==> config.mk <==
export PLATFORM = sky130hd
export DESIGN_NAME = core_exec_operand_stage
export DESIGN_NICKNAME = d
export VERILOG_FILES = /design/src/rtl/core_exec_operand_stage.sv
export SDC_FILE = /design/constraint.sdc
export NUM_CORES = 1
export LEC_CHECK = 0
export CORE_AREA = 4 4 159 161
export DETAILED_ROUTE_END_ITERATION = 16
export DIE_AREA = 0 0 163 165
export PLACE_DENSITY = 0.79
export SLEW_MARGIN = 20
export SYNTH_ARGS = -nofsm -noshare
export SYNTH_HDL_FRONTEND = slang
export SYNTH_SLANG_ARGS = --single-unit
==> constraint.sdc <==
create_clock -name i_clk -period 3.7 [get_ports i_clk]
set_input_delay 0.74 -clock i_clk [delete_from_list [all_inputs] [get_ports i_clk]]
set_output_delay 0.74 -clock i_clk [all_outputs]
set_load 0.005 [all_outputs]
==> src/rtl/core_exec_operand_stage.sv <==
// Decode-to-execute operand stage: scoreboard-driven forwarding, load-use stall
// detection and a registered operand output behind a valid/ready handshake.
module core_exec_operand_stage #(
    parameter int XLEN       = 32,
    parameter int STAGES     = 4,
    parameter int LOAD_STAGE = 2
) (
    input  logic                     i_clk,
    input  logic                     i_reset,
    input  logic                     i_flush,
    input  logic                     i_valid,
    output logic                     o_ready,
    input  logic [4:0]               i_rs1,
    input  logic [4:0]               i_rs2,
    input  logic [4:0]               i_rd,
    input  logic                     i_rd_wr,
    input  logic                     i_late,
    input  logic [XLEN-1:0]          i_rs1_val,
    input  logic [XLEN-1:0]          i_rs2_val,
    input  logic                     i_alu_op1_sel,
    input  logic                     i_alu_op2_sel,
    input  logic [XLEN-3:0]          i_pc,
    input  logic [XLEN-1:0]          i_imm,
    input  logic [STAGES*XLEN-1:0]   i_stage_val,
    input  logic                     i_ready,
    output logic                     o_valid,
    output logic [XLEN-1:0]          o_op1,
    output logic [XLEN-1:0]          o_op2,
    output logic [XLEN-1:0]          o_bp1,
    output logic [XLEN-1:0]          o_bp2,
    output logic [4:0]               o_rd,
    output logic                     o_rd_wr,
    output logic                     o_late,
    output logic                     o_hazard
);

    logic            valid_q, valid_d;
    logic [XLEN-1:0] op1_q, op1_d, op2_q, op2_d, bp1_q, bp1_d, bp2_q, bp2_d;
    logic [4:0]      rd_q, rd_d;
    logic            rd_wr_q, rd_wr_d, late_q, late_d;

    logic [STAGES-1:1] sb_vld_q, sb_vld_d, sb_wr_q, sb_wr_d, sb_late_q, sb_late_d;
    logic [4:0]        sb_rd_q [1:STAGES-1];
    logic [4:0]        sb_rd_d [1:STAGES-1];

    logic [STAGES-1:0] ent_vld, ent_wr, ent_late;
    logic [4:0]        ent_rd [STAGES];

    logic [4:0]      src_rs  [2];
    logic [XLEN-1:0] src_rf  [2];
    logic [XLEN-1:0] fwd_val [2];
    logic [1:0]      fwd_haz;
    logic            hazard, capture;

    // Entry 0 of the scoreboard is the output register itself.
    always_comb begin
        ent_vld   = {sb_vld_q, valid_q};
        ent_wr    = {sb_wr_q, rd_wr_q};
        ent_late  = {sb_late_q, late_q};
        ent_rd[0] = rd_q;
        for (int k = 1; k < STAGES; k++) begin
            ent_rd[k] = sb_rd_q[k];
        end
    end

    // Scan oldest to youngest so the youngest match is the one left standing.
    always_comb begin
        src_rs[0] = i_rs1;
        src_rs[1] = i_rs2;
        src_rf[0] = i_rs1_val;
        src_rf[1] = i_rs2_val;
        fwd_haz   = '0;
        for (int s = 0; s < 2; s++) begin
            fwd_val[s] = src_rf[s];
            if (src_rs[s] == 5'd0) begin
                fwd_val[s] = '0;
            end else begin
                for (int k = STAGES - 1; k >= 0; k--) begin
                    if (ent_vld[k] && ent_wr[k] && (ent_rd[k] != 5'd0) && (ent_rd[k] == src_rs[s])) begin
                        fwd_val[s] = i_stage_val[k*XLEN +: XLEN];
                        fwd_haz[s] = ent_late[k] && (k < LOAD_STAGE);
                    end
                end
            end
        end
    end

    assign hazard  = |fwd_haz;
    assign o_ready = (!valid_q || i_ready) && !hazard && !i_flush;
    assign capture = i_valid && o_ready;

    always_comb begin
        valid_d = valid_q;
        op1_d   = op1_q;
        op2_d   = op2_q;
        bp1_d   = bp1_q;
        bp2_d   = bp2_q;
        rd_d    = rd_q;
        rd_wr_d = rd_wr_q;
        late_d  = late_q;
        if (capture) begin
            valid_d = 1'b1;
            bp1_d   = fwd_val[0];
            bp2_d   = fwd_val[1];
            op1_d   = i_alu_op1_sel ? {i_pc, 2'b00} : fwd_val[0];
            op2_d   = i_alu_op2_sel ? i_imm : fwd_val[1];
            rd_d    = i_rd;
            rd_wr_d = i_rd_wr;
            late_d  = i_late;
        end else if (!valid_q || i_ready || i_flush) begin
            valid_d = 1'b0;
        end
    end

    // A flushed instruction still shifts in as valid: it is older than the flush source.
    always_comb begin
        sb_vld_d  = sb_vld_q;
        sb_wr_d   = sb_wr_q;
        sb_late_d = sb_late_q;
        sb_rd_d   = sb_rd_q;
        if (i_ready) begin
            sb_vld_d[1]  = valid_q;
            sb_wr_d[1]   = rd_wr_q;
            sb_late_d[1] = late_q;
            sb_rd_d[1]   = rd_q;
            for (int k = 2; k < STAGES; k++) begin
                sb_vld_d[k]  = sb_vld_q[k-1];
                sb_wr_d[k]   = sb_wr_q[k-1];
                sb_late_d[k] = sb_late_q[k-1];
                sb_rd_d[k]   = sb_rd_q[k-1];
            end
        end
    end

    always_ff @(posedge i_clk) begin
        if (i_reset) begin
            valid_q  <= 1'b0;
            op1_q    <= '0;
            op2_q    <= '0;
            bp1_q    <= '0;
            bp2_q    <= '0;
            rd_q     <= '0;
            rd_wr_q  <= 1'b0;
            late_q   <= 1'b0;
            sb_vld_q <= '0;
        end else begin
            valid_q  <= valid_d;
            op1_q    <= op1_d;
            op2_q    <= op2_d;
            bp1_q    <= bp1_d;
            bp2_q    <= bp2_d;
            rd_q     <= rd_d;
            rd_wr_q  <= rd_wr_d;
            late_q   <= late_d;
            sb_vld_q <= sb_vld_d;
        end
    end

    always_ff @(posedge i_clk) begin
        sb_wr_q   <= sb_wr_d;
        sb_late_q <= sb_late_d;
        sb_rd_q   <= sb_rd_d;
    end

    assign o_valid  = valid_q;
    assign o_op1    = op1_q;
    assign o_op2    = op2_q;
    assign o_bp1    = bp1_q;
    assign o_bp2    = bp2_q;
    assign o_rd     = rd_q;
    assign o_rd_wr  = rd_wr_q;
    assign o_late   = late_q;
    assign o_hazard = hazard;

endmodule

---- After elaboration in Yosys (flattened, before gate mapping) ----
Cells that the tools add are included.
word-level totals
  register bits after elaboration ......... 158
  input port bits ......................... 278
  output and inout bits ................... 138
operators by class
  eq/ne operators ......................... 8
  mux-type cells .......................... 20
  reductions and logical operators ........ 32
operators with widths
  operator             number
  $mux W32             12
  $eq A5 B5 Y1         8
  $reduce_bool A5 Y1   4
  $logic_and A1 B1 Y1  19
  $logic_not A5 Y1     2
  $mux W1              8
  $logic_not A1 Y1     3
  $logic_or A1 B1 Y1   2
  $reduce_bool A2 Y1   1
  $reduce_or A2 Y1     1

---- Logic depth before layout (Yosys ltp) ----
  word-level depth ........................ 12
  depth in mapped cells ................... 12

---- Least setup slack after synthesis ----
Ideal clock, no wire load.
  path type ............................... input to output
  from .................................... in i_rs2[2]
  to ...................................... out o_ready
  data arrival time ....................... 2.171 ns
  data required time ...................... 2.960 ns
  path slack .............................. 0.789 ns
  stages on the path ...................... 8
  buffers on the path ..................... 2
  cells stage by stage .................... clkbuf_1 > xnor2_1 > nand4_1 > or3_1 > buf_2 > a221o_1 > nand2_1 > nor3_1
on the way
  cells in the longest elaborated chain, start to end .. 9
  elaborated cells on any way between the ends .. 12
ends and longest elaborated chain
  item                                   RTL line  source
  start, declared                        14        input logic [4:0] i_rs2,
  $eq A5 B5 Y1                           79        if (ent_vld[k] && ent_wr[k] && (ent_rd[k] != 5'd0) && (ent_rd[k] == src_rs[s])) begin
  $logic_and A1 B1 Y1                    79
  $mux W1 (2 in series)                  79
  $mux W1 (*)                            75        if (src_rs[s] == 5'd0) begin
  $reduce_or A2 Y1 (*)                   88        assign hazard = |fwd_haz;
  net o_hazard                           34        output logic o_hazard
  $logic_not A1 Y1 (*)                   89        assign o_ready = (!valid_q || i_ready) && !hazard && !i_flush;
  $logic_and A1 B1 Y1 (*) (2 in series)  89
  end, declared                          12        output logic o_ready,
Mark *: on every way through the listed nets, which the timed path passes. The rest lies on a longest branch.

---- Final worst setup path ----
  from .................................... in i_rs2[0]
  to ...................................... out o_hazard
on the way
  cells in the longest elaborated chain, start to end .. 6
  elaborated cells on any way between the ends .. 9
ends and longest elaborated chain
  item                   RTL line
  $eq A5 B5 Y1           79
  $logic_and A1 B1 Y1    79
  $mux W1 (2 in series)  79
  $mux W1 (*)            75
  $reduce_or A2 Y1 (*)   88
  end, declared          34
Mark *: on every way between the ends. The rest lies on a longest branch, timed or not.

==> metrics list <==
- Internal Pwr Total: between 3 and 4 mW
- For this run, the top clock speed supported by timing is ~0.29 GHz.
- Cts hold-fix bufs: 0
* Sequential cell area: approximately 3400 um2
- Die H: 165 um
* DRC violations left: 0
* Switching power summed over all nets: approximately 1.4 mW
- Total placed instance area: roughly 14000 um2
- The total overflow left after global routing is 0.
* Data required time at the worst endpoint: around 3000 ps
- Fraction of layout cells with a size suffix above 1: 0.0846
* Area of all placed cells without fillers: around 15000 um2
- Chip Width: around 160 um
- Syn. warnings: 0
- The first global-routing pass estimated roughly 72000 um of wire.
- The worst setup path is captured at an output port.
- Synth-to-Final Area Change: 55.6%
* Final Routed Wirelength: just under 50000 um
- Most instantiated flip-flop cell in the synthesis netlist: sky130_fd_sc_hd__dfxtp_1
* FFs w/ async S/R, synth: 0
* Cell type contributing the most total cell area after synthesis: sky130_fd_sc_hd__dfxtp_1
* Initial cell density of the core: 0.400
- At the pin with the least slew margin, the transition time is ~680 ps.
- After synthesis, the largest family of logic cells by area is compound AO/OA/AOI/OAI gates.
* Clock Pin Slew Worst Setup and Hold Paths: roughly 70 ps
* Port Buf Inserts: 415
- In the post-synthesis netlist, the biggest area contributors are sky130_fd_sc_hd__dfxtp_1 (29%), sky130_fd_sc_hd__nor2_1 (9.1%), sky130_fd_sc_hd__o311a_1 (6.5%).
* Proportion of synthesized chip area in sequential cells: 0.350
* Switching part of the total: 0.290
* Sequential Power Share: 0.382
- Entering global routing, the biggest net connects 65 pins.
* Total CTS buffers: 17
- The via count of the first global-routing pass was ~12000.
* Commonest cells after routing, fill and taps aside: sky130_fd_sc_hd__clkdlybuf4s50_1 (407), sky130_fd_sc_hd__nor2_1 (232), sky130_fd_sc_hd__dfxtp_1 (139)
- Of the total synthesized cell area, the portion taken by full adders, half adders and majority gates is 0.
- Fraction of the core area covered by cells at the end of the flow: 0.623
- WHS: ~460 ps
- Of the total synthesized cell area, the portion taken by XOR and XNOR cells is 0.0365.
- The pre-antenna-repair detailed-routing pass consisted of 6 iterations.
* Max rail drop VDD: 0.000287 V
- By startpoint and endpoint, the worst setup path is classified as primary input to output port.
* Mux contribution to synthesized area: 0.00418
- The clock reaches the later pin of the worst-skew pair after 430 ps.
- Between clock sinks in the finished design, the worst skew comes to between 10 and 15 ps.
- The tree is rooted in a sky130_fd_sc_hd__clkbuf_16.
- In this run, distinct cell masters in the synthesized netlist total slightly above 50.
* Final #Nets: 1848
- At the worst endpoint, the arrival time is around 2800 ps.
- Most common library cell in the layout ignoring fill and taps: sky130_fd_sc_hd__clkdlybuf4s50_1
- Clock sinks: 158
* Number of rows created at floorplan: 57
- Share of the clock period used by the worst path: 0.945
- Headroom to the max-slew limit came out at 0.548.
- The number of antenna violations at the first check in global routing came to 5.
* Max-Cap Viols: 0
* Slowest cell on the critical path: sky130_fd_sc_hd__clkdlybuf4s50_1
* Slew Limit Fails: 0
* Unrepaired setup endpoints after global routing: no
* Minimum clock period after layout: roughly 3500 ps
- Total area of multi-input combinational cells: around 5700 um2
- Final setup violation count: 0
- The die covers 26900 um2.
* Post-synth net total: 1483
* Final hold vios: 0
- The share of total power dissipated in combinational logic is 0.230.
* Routability-driven placement congestion ratio: between 0.9 and 1
- around 420 I/O pins were placed.
* Peak per-stage delay on the critical path: ~500 ps
* Complex-gate fraction of the synthesized area: 0.312
* Wire length per cell after detailed routing: approximately 26 um
* Post-Route Setup TNS: 0 ps
- The critical path contains buffers and inverters numbering 3 combined.
* Floorplan core area: 24000 um2
- Run status: completed
* Initial drt markers: approximately 1600
* Fill cell count: between 2000 and 2500
- Path category of the worst min-delay check: flip-flop to flip-flop
- TritonCTS clock tree: yes
* Netlist area before placement: ~9600 um2
- Via count: roughly 12000
- Total power consumption of the routed design: approximately 5 mW
- Routed vias/inst: between 6 and 7
- Sequence of cells on the critical path: clkdlybuf4s50_1 > xnor2_1 > nand4_1 > or3_2 > a221o_1 > nand2_2 > buf_4 > dlygate4sd2_1
- Dividing total power by cell area gives a power density of approximately 340 nW/um2.
* Dominant delay contributor by cell family on the critical path: buffers and inverters
- The average instance in the mapped netlist occupies ~8.0 um2.
- Number of buffers on the longest clock path: 2
* Total global-route track usage: 0.350
* Number of instances in the synthesized netlist: 1205
* Post-synthesis share of cell area spent on and, or, nand and nor gates: 0.231
- Of the total power, the clock network draws 0.388.
* Portion of synthesized cell area occupied by the leading cell type: 0.290
- STA classifies the critical path startpoint as a primary input.
* Leakage power: ~5.6 nW
- Maximum fanout along the worst path: 2
* H-tree levels: 4
* Detail Placement HPWL: 34600 um
- The synthesized design contains 19 enable-type register cells.
- Post-detailed-route count of antenna-violating nets: 0
- The synthesized design contains between 150 and 200 register bits.
==> power groups by stage <==
| stage | logic [mW] | registers [mW] | clock network, mW |
|---|---|---|---|
| floorplan | 0.424 | 1.94 | 0 |
| global route | 1.21 | 1.92 | 2.03 |
| CTS | 1.13 | 1.91 | 1.94 |
| global placement | 1.12 | 1.95 | 0 |
| finish | 1.15 | 1.91 | 1.94 |
| detailed placement | 1.12 | 1.95 | 0 |
==> sequential cells by signal, summed over array words and instances, names as in the netlist <==
register	count
o_bp1	32
o_bp2	32
o_op1	32
o_op2	32
ent_rd	15
o_rd	5
sb_vld_q	3
sb_wr_q	3
o_late	1
o_rd_wr	1
o_valid	1
sb_late_q	1
==> metal layers <==
metal  part of all wire  up-vias  routed length (um)  GRT usage
met4              0.053        2                2630      0.175
met2               0.45      993               22600      0.565
met3               0.12      217                5900     0.0946
met5            0.00026        -                  13          0
li1                   -     5290                   -          -
met1               0.37     5763               18600      0.430
==> synth_stat cells (all sizes together) (3+ instances only) <==
cell type / n
nor2: 234
dfxtp: 139
clkbuf: 93
nand2: 89
nor3: 71
a22o: 64
a211oi: 63
o311a: 62
buf: 48
a21oi: 45
nor4: 32
o31a: 32
a221oi: 30
a32oi: 30
and3: 30
o21ai: 30
xnor2: 21
edfxtp: 19
xor2: 19
or4: 6
o211ai: 5
mux2i: 4
nand4: 4
or2: 4
or3: 4
and2: 3
nand3: 3
o211a: 3
==> metrics by stage <==
stage / setup WS, ps / std cells
after floorplan: 789 / 1205
after global placement: -9.10 / 1870
after detailed placement: 0.428 / 1870
after CTS: 3.97 / 1904
after global routing: 118 / 1911
final: 203 / 1911
==> worst paths after layout <==
kind                         startpoint                endpoint  slack, ps  cells after the start
hold reg to reg   o_bp1[1]$_SDFFE_PP0P_   o_bp1[1]$_SDFFE_PP0P_        460                      2
hold / removal    o_bp1[1]$_SDFFE_PP0P_   o_bp1[1]$_SDFFE_PP0P_        460                      2
setup / recovery               i_rs2[0]                o_hazard        200                      8
setup reg to reg    ent_rd[7]$_DFFE_PP_  o_op1[16]$_SDFFE_PP0P_        610                      8
==> cell type report <==
class | count | share of cell area
timing repair buffer | 487 | 0.325
inverter | 1 | 0.000252
multi-input combinational | 905 | 0.380
clock buffer | 17 | 0.0285
antenna | 4 | 0.000671
sequential | 158 | 0.225
clock inverter | 15 | 0.0136
tap | 324 | 0.0272
==> tightest hold or removal path, stage by stage, from the launching register on <==
cell and delay (ps):
sky130_fd_sc_hd__dfxtp_1 310, sky130_fd_sc_hd__nand2_1 50, sky130_fd_sc_hd__a21oi_1 50
==> cell families after synthesis <==
kind of cell              Yosys count
AOI/OAI and AO/OA                 372
xor gates and xnor gates           40
buffers and inverters             142
DFF                               158
muxes                               4
and+or+nand+nor                   489
==> repair_timing <==
| item | 4_1_cts | 5_1_grt |
|---|---|---|
| endpoints found under the setup margin | 2 | 1 |
| pin swaps | 2 | 2 |
| resized for setup | 2 | 4 |
| setup buffers | 2 | 3 |
(Power assumes the default switching activity.)
